$ cat config.mk
export PLATFORM = sky130hd
export DESIGN_NAME = traffic_countdown_display
export DESIGN_NICKNAME = d
export VERILOG_FILES = /design/src/rtl/traffic_countdown_display.sv
export SDC_FILE = /design/constraint.sdc
export NUM_CORES = 1
export LEC_CHECK = 0
export CAP_MARGIN = 10
export CORE_AREA = 4 4 84 86
export CTS_BUF_LIST = sky130_fd_sc_hd__clkbuf_8 sky130_fd_sc_hd__clkbuf_16
export CTS_CLUSTER_SIZE = 16
export DETAILED_ROUTE_END_ITERATION = 7
export DIE_AREA = 0 0 88 90
export DONT_BUFFER_PORTS = 1
export GPL_TIMING_DRIVEN = 0
export PLACE_DENSITY = 0.57
export SLEW_MARGIN = 40
export SYNTH_ARGS = -nofsm -noshare
export SYNTH_HDL_FRONTEND = slang
export SYNTH_SLANG_ARGS = --single-unit
$ cat constraint.sdc
create_clock -name clk -period 2.5 [get_ports clk]
set_clock_uncertainty 0.2 [all_clocks]
set_input_delay 0.5 -clock clk [delete_from_list [all_inputs] [get_ports clk]]
set_output_delay 0.5 -clock clk [all_outputs]
set_load 0.01 [all_outputs]
$ cat src/rtl/traffic_countdown_display.sv
// rtl/traffic_countdown_display.sv - two-digit BCD phase countdown on a muxed common-anode 7-segment display.
// Optional feature: define COUNTDOWN_BLINK_EN to blink the display during the last three seconds.
module traffic_countdown_display #(
  parameter int PHASE_SEC = 20,
  parameter int MUX_DIV   = 50_000
) (
  input  logic       clk,
  input  logic       reset,
  input  logic       sec_tick,
  input  logic       red,
  input  logic       yellow,
  input  logic       green,
  output logic [6:0] seg,
  output logic [1:0] an,
  output logic       phase_err
);

  localparam int RW = (MUX_DIV > 1) ? $clog2(MUX_DIV) : 1;
  localparam logic [RW-1:0] REF_LAST = RW'(MUX_DIV - 1);
  localparam logic [3:0] LOAD_TENS = 4'(PHASE_SEC / 10);
  localparam logic [3:0] LOAD_ONES = 4'(PHASE_SEC % 10);
  localparam logic [6:0] SEG_BLANK = 7'b1111111;
  localparam logic [6:0] SEG_DASH  = 7'b0111111;

  typedef enum logic {
    SEL_ONES = 1'b0,
    SEL_TENS = 1'b1
  } sel_e;

  logic [2:0]    lights;
  logic [2:0]    prev_lights_q;
  logic [3:0]    tens_q, tens_d;
  logic [3:0]    ones_q, ones_d;
  logic [RW-1:0] ref_cnt_q;
  sel_e          sel_q;
  logic [6:0]    seg_q, seg_d;
  logic [1:0]    an_q, an_d;
  logic          phase_err_q;
  logic          legal;
  logic          load;
  logic          ref_wrap;
`ifdef COUNTDOWN_BLINK_EN
  logic          blink_q, blink_d;
`endif

  function automatic logic [6:0] seg7(input logic [3:0] d);
    case (d)
      4'd0:    return 7'b1000000;
      4'd1:    return 7'b1111001;
      4'd2:    return 7'b0100100;
      4'd3:    return 7'b0110000;
      4'd4:    return 7'b0011001;
      4'd5:    return 7'b0010010;
      4'd6:    return 7'b0000010;
      4'd7:    return 7'b1111000;
      4'd8:    return 7'b0000000;
      4'd9:    return 7'b0010000;
      default: return SEG_BLANK;
    endcase
  endfunction

  assign lights   = {red, yellow, green};
  assign legal    = (lights == 3'b100) || (lights == 3'b010) || (lights == 3'b001);
  // prev_lights also tracks illegal codes, so the first legal cycle afterwards always reloads
  assign load     = legal && (lights != prev_lights_q);
  assign ref_wrap = (ref_cnt_q == REF_LAST);

  always_comb begin
    tens_d = tens_q;
    ones_d = ones_q;
`ifdef COUNTDOWN_BLINK_EN
    blink_d = blink_q;
`endif
    if (load) begin
      tens_d = LOAD_TENS;
      ones_d = LOAD_ONES;
`ifdef COUNTDOWN_BLINK_EN
      blink_d = 1'b0;
`endif
    end else if (legal && sec_tick) begin
`ifdef COUNTDOWN_BLINK_EN
      blink_d = ~blink_q;
`endif
      if (ones_q != 4'd0) begin
        ones_d = ones_q - 4'd1;
      end else if (tens_q != 4'd0) begin
        ones_d = 4'd9;
        tens_d = tens_q - 4'd1;
      end
    end
  end

  always_comb begin
    seg_d = SEG_BLANK;
    if (!legal) begin
      seg_d = SEG_DASH;
    end else if (sel_q == SEL_ONES) begin
      seg_d = seg7(ones_q);
    end else if (tens_q != 4'd0) begin
      seg_d = seg7(tens_q);
    end
    an_d = (sel_q == SEL_ONES) ? 2'b10 : 2'b01;
`ifdef COUNTDOWN_BLINK_EN
    if (legal && blink_q && (tens_q == 4'd0) && (ones_q <= 4'd3)) begin
      an_d = 2'b11;
    end
`endif
  end

  always_ff @(posedge clk or posedge reset) begin
    if (reset) begin
      prev_lights_q <= 3'b000;
      tens_q        <= 4'd0;
      ones_q        <= 4'd0;
      ref_cnt_q     <= '0;
      sel_q         <= SEL_ONES;
      seg_q         <= SEG_BLANK;
      an_q          <= 2'b11;
      phase_err_q   <= 1'b0;
`ifdef COUNTDOWN_BLINK_EN
      blink_q       <= 1'b0;
`endif
    end else begin
      prev_lights_q <= lights;
      tens_q        <= tens_d;
      ones_q        <= ones_d;
      seg_q         <= seg_d;
      an_q          <= an_d;
      phase_err_q   <= ~legal;
`ifdef COUNTDOWN_BLINK_EN
      blink_q       <= blink_d;
`endif
      if (ref_wrap) begin
        ref_cnt_q <= '0;
        sel_q     <= (sel_q == SEL_ONES) ? SEL_TENS : SEL_ONES;
      end else begin
        ref_cnt_q <= ref_cnt_q + 1'b1;
      end
    end
  end

  assign seg       = seg_q;
  assign an        = an_q;
  assign phase_err = phase_err_q;

endmodule

### Word-level counts from Yosys, hierarchy flattened

Memory sizes are Yosys's and may differ from the RTL's.
Index checks and enable logic that the tools add are counted.

* add/subtract/negate cells: 3
* equality and inequality tests: 6
* multiplexer cells: 14
* bitwise logic cells: 1
* reduce and logical (&&, ||, !) cells: 11

Operator list (count)
* two-way mux 4 bit: 8
* two-way mux 7 bit: 3
* adder 16 x 1 -> 16 bit (second input constant): 1
* == test 16 bit (second input constant): 1
* two-way mux 16 bit: 1
* nonzero test 4 bit: 2
* subtractor 4 x 1 -> 4 bit (second input constant): 2
* nonzero test 2 bit: 2
* == test 3 x 1 -> 1 bit (second input constant): 1
* == test 3 x 2 -> 1 bit (second input constant): 1
* == test 3 bit (second input constant): 1
* inequality test 3 bit: 1
* AND reduction 3 bit: 1
* nonzero test 3 bit: 1
* logical AND 1 bit: 2
* logical OR 1 bit: 2
* two-way mux 2 bit: 1
* inequality test 2 bit (second input constant): 1
* AND reduction 2 bit: 1
* two-way mux 1 bit: 1
* NOT 1 bit: 1

* flip-flop bits (word level): 38
* bits in read-only memories: 224
* bits of input ports: 6
* output and inout port bits: 10
* memories kept: 2

Memories
* (name not given): depth 16, width 7, rd ports 1, clocked after memory_dff 0, write ports 0, line 47 `case (d)`
* (name not given): depth 16, width 7, rd ports 1, clocked after memory_dff 0, write ports 0, line 47

### Logic depth before layout (Yosys ltp)

* depth after elaboration: 6
* mapped depth: 8
* gate-level depth less buffers: 7

### Worst setup path before layout

No wires, ideal clock.

* path kind: reg-to-reg
* start point: reg tens_q[0]
* end point: reg tens_q[3]
* arrival time: 1700 ps
* required time: 2176 ps
* path slack: 476 ps
* cell stages (with the launch flop): 8
* buffers on the path: 0
* path through: dfrtp_1 > inv_1 > ha_1 > nor3b_1 > and3b_1 > o41ai_4 > or2_1 > o21ai_1

* word-level cells in the longest chain between the ends: 5

Ends and longest elaborated chain
* from (decl): line 32 `logic [3:0] tens_q, tens_d;`
* from (signal assigned): line 125 `tens_q <= tens_d;`
* subtractor 4 x 1 -> 4 bit: line 88 `tens_d = tens_q - 4'd1;`
* two-way mux 4 bit: line 86 `end else if (tens_q != 4'd0) begin`
* two-way mux 4 bit: line 84 `if (ones_q != 4'd0) begin`
* two-way mux 4 bit: line 80 `end else if (legal && sec_tick) begin`
* two-way mux 4 bit: line 74 `if (load) begin`

Several ways; a longest one is shown, not always the timed one. The select of a mux whose other input is x is not followed.
A chain may end at the register's enable or synchronous reset.

### Final worst setup path

Ends and elaborated chain as after synthesis.

==> impl_metrics.py <==
metrics = {
    "pwr": {
        "vdd_drop_max_v": 0.000356,
        "cellLeakagePower_uw": 0.00100,
        "p_per_area_mw_per_mm2": 782,
    },
    "timing": {
        "hold_violations": 0,
        "tightestPinTransition_ps": 541,
        "setup_tns_ps": 0,
        "finalSetupViolations": 0,
        "period_share_pct": 90.6,
        "rsz0062_at_grt": "false",
        "slew_headroom_pct": 63.7,
        "fmax_mhz": 441,
        "setup_ws_ps": 234,
        "fin_crit_ps": 2270,
        "slew_violations": 0,
    },
    "logic_synthesis": {
        "synth_seq_cells": 38,
        "synth_area_leaders": "dfrtp_1, dfstp_2, ha_1, nor2_1, a21oi_1",
        "yosysSeqAreaShare_pct": 44.9,
        "ys_warn_count": 0,
        "synth_nets": 243,
        "synth_area_mm2": 0.00214,
        "synthArstFlopShare_pct": 100,
        "netlist-cell-type-count": 45,
        "synthCells": 224,
        "yosysMostFrequentCell": "dfrtp_1",
        "ys.flop_type": "dfrtp_1",
        "synth.top_cell.area_share_pct": 33.9,
        "synth_common_cells": "dfrtp_1, nor2_1, a21oi_1",
        "synth_edf_count": 0,
        "avgSynthCellArea_um2": 9.56,
        "synth_area_leader_cell": "dfrtp_1",
    },
    "global_route": {
        "grt-ovfl-total": 0,
        "grt_antenna_before_repair": 0,
        "grt_start_max_net_pins": 28,
        "track_usage_pct": 11.3,
        "grt_pass1_vias": 1574,
        "grt_pass1_wl_mm": 7.25,
    },
    "clock_tree": {
        "clock_latency_ps": 290,
        "post_cts_buffers": 0,
        "cts.sinks": 38,
        "cts_max_path_buffers": 2,
        "cts_tree": "yes",
        "cts_buffers": 5,
        "root_buffer": "clkbuf_8",
        "htreeDepth": 2,
        "path_clk_slew_ps": 70,
    },
    "routing": {
        "drc_errors": 0,
        "drtPass1Iterations": 4,
        "postRouteAntennaNets": 0,
        "routed_wl_mm": 4.11,
        "avgRoutedWirePerCell_um": 13.2,
        "first_iter_violations": 47,
        "num_vias": 1583,
        "via_per_inst": 5.09,
    },
    "layout": {
        "syn2layout_area_growth_pct": 9.99,
        "drive_gt1_share_pct": 13.2,
        "nets": 252,
        "n_fill_cell": 625,
        "num_antenna_cells": 0,
        "seqCellArea_um2": 962,
        "multi_input_area_mm2": 0.00109,
    },
    "hold_path": {
        "whs_endpoint": "prev_lights_q[0]",
        "hp-class": "in -> reg",
        "worstHoldStart": "green",
        "hold_depth": 0,
    },
    "critical_path": {
        "critPathCaptureType": "flop",
        "rr_endpoint": "tens_q[3]",
        "cp_max_fo": 8,
        "criticalPathCategory": "reg -> reg",
        "crit_start": "tens_q[0]",
        "rrSetupSlack_ps": 230,
        "worst_ep_arrival_time_ps": 2240,
        "critPathRequiredTime_ps": 2480,
        "reg2reg_from": "tens_q[0]",
        "cp-start-kind": "flop",
        "reg2reg_depth": 7,
    },
    "placed_design": {
        "portBuffers": 0,
        "pre_cts_ws_ps": 132,
        "place_congestion": 0.805,
        "dp.final_hpwl_mm": 3.00,
    },
    "run_status": {
        "status": "finished clean",
    },
    "run": {
        "max_cap_viol_count": 0,
    },
    "floorplanning": {
        "die_w_um": 88,
        "core-area_mm2": 0.00628,
        "rows": 29,
        "start_util_pct": 34.1,
        "boundaryPins": 16,
        "die_area_mm2": 0.00792,
        "dieHeight_um": 90,
    },
}
## layout make-up
| class | instances | share of cell area (%) |
|---|---|---|
| Sequential cell | 38 | 40.9 |
| Clock inverter | 3 | 0.584 |
| Buffer | 9 | 1.86 |
| Tap cell | 77 | 4.09 |
| Clock buffer | 5 | 2.92 |
| Inverter | 12 | 1.91 |
| Multi-Input combinational cell | 165 | 46.5 |
| Timing Repair Buffer | 2 | 1.28 |
## placed cells by master (no fill, tap or decap), types with 6 or more instances in the layout
cell type	Yosys	final
clkbuf_1	6	6
dfrtp_1	29	29
nor2_1	28	28
ha_1	13	13
xor2_1	9	9
nor3_1	6	6
a21oi_1	18	18
inv_1	12	12
nand2_1	17	17
o21ai_0	9	9
dfstp_2	9	9
## registers in the layout (all words and copies together), names as in the netlist
name and count:
ones_q 4, seg 7, phase_err 1, ref_cnt_q 16, prev_lights_q 3, an 2
tens_q 4, sel_q 1
## kinds of logic (layout without fill, tap and decap cells)
| group | after synthesis | in the layout | share of synthesized area, % |
|---|---|---|---|
| simple gates | 83 | 83 | 19.6 |
| compound gates | 51 | 51 | 15.8 |
| buf+inv | 21 | 31 | 4.15 |
| fa+ha+maj | 13 | 13 | 7.60 |
| xor+xnor | 13 | 13 | 5.32 |
| mux | 5 | 5 | 2.51 |
| flops | 38 | 38 | 44.9 |
## layer usage
layer	vias up	part of all wire (%)	global-route usage [%]
li1	791	-	-
met3	6	3.3	2.93
met1	760	48	14.2
met2	26	47	18.5
met4	0	1.6	3.84
met5	-	0	0
## repair_timing
action / 4_1_cts / 5_1_grt
hold buffers: 1 / 0
setup endpoints to repair: 0 / 3
hold endpoints to repair: 10 / 0
gates resized for setup: 0 / 1
## per-stage QoR
step           power (uW)  hold slack [ps]  instance area, um2  instances  utilization, %
6_report             1840             34.9                2350        311            37.5
5_1_grt              2000             15.3                2350        311            37.5
4_1_cts              1860             21.6                2350        311            37.4
3_5_place_dp         1440              153                2260        302            36.0
3_3_place_gp         1430              185                2240        301            35.6
2_1_floorplan        1290              153                2140        224               -
## worst max-delay path, stage by stage, from the launching register on
cell and delay [ps]:
dfrtp_1 460, inv_1 140, ha_1 240, nor3b_2 250, and3b_1 230, o41ai_4 380, or2_1 180, o21ai_1 70
## worst max path at each step
stage | slack [ps] | endpoint | cells after the start
CTS | 110 | tens_q[3] | 7
detailed placement | 130 | tens_q[3] | 7
global placement | 160 | tens_q[3] | 7
floorplan | 480 | tens_q[3] | 7
finish | 230 | tens_q[3] | 7
global route | 30 | tens_q[3] | 7
## where the power goes
| part | internal, uW | switching, uW |
|---|---|---|
| Combinational | 249 | 356 |
| Sequential | 723 | 106 |
| Clock | 189 | 218 |
| Total | 1160 | 681 |
Power figures use the tool's default switching activity.
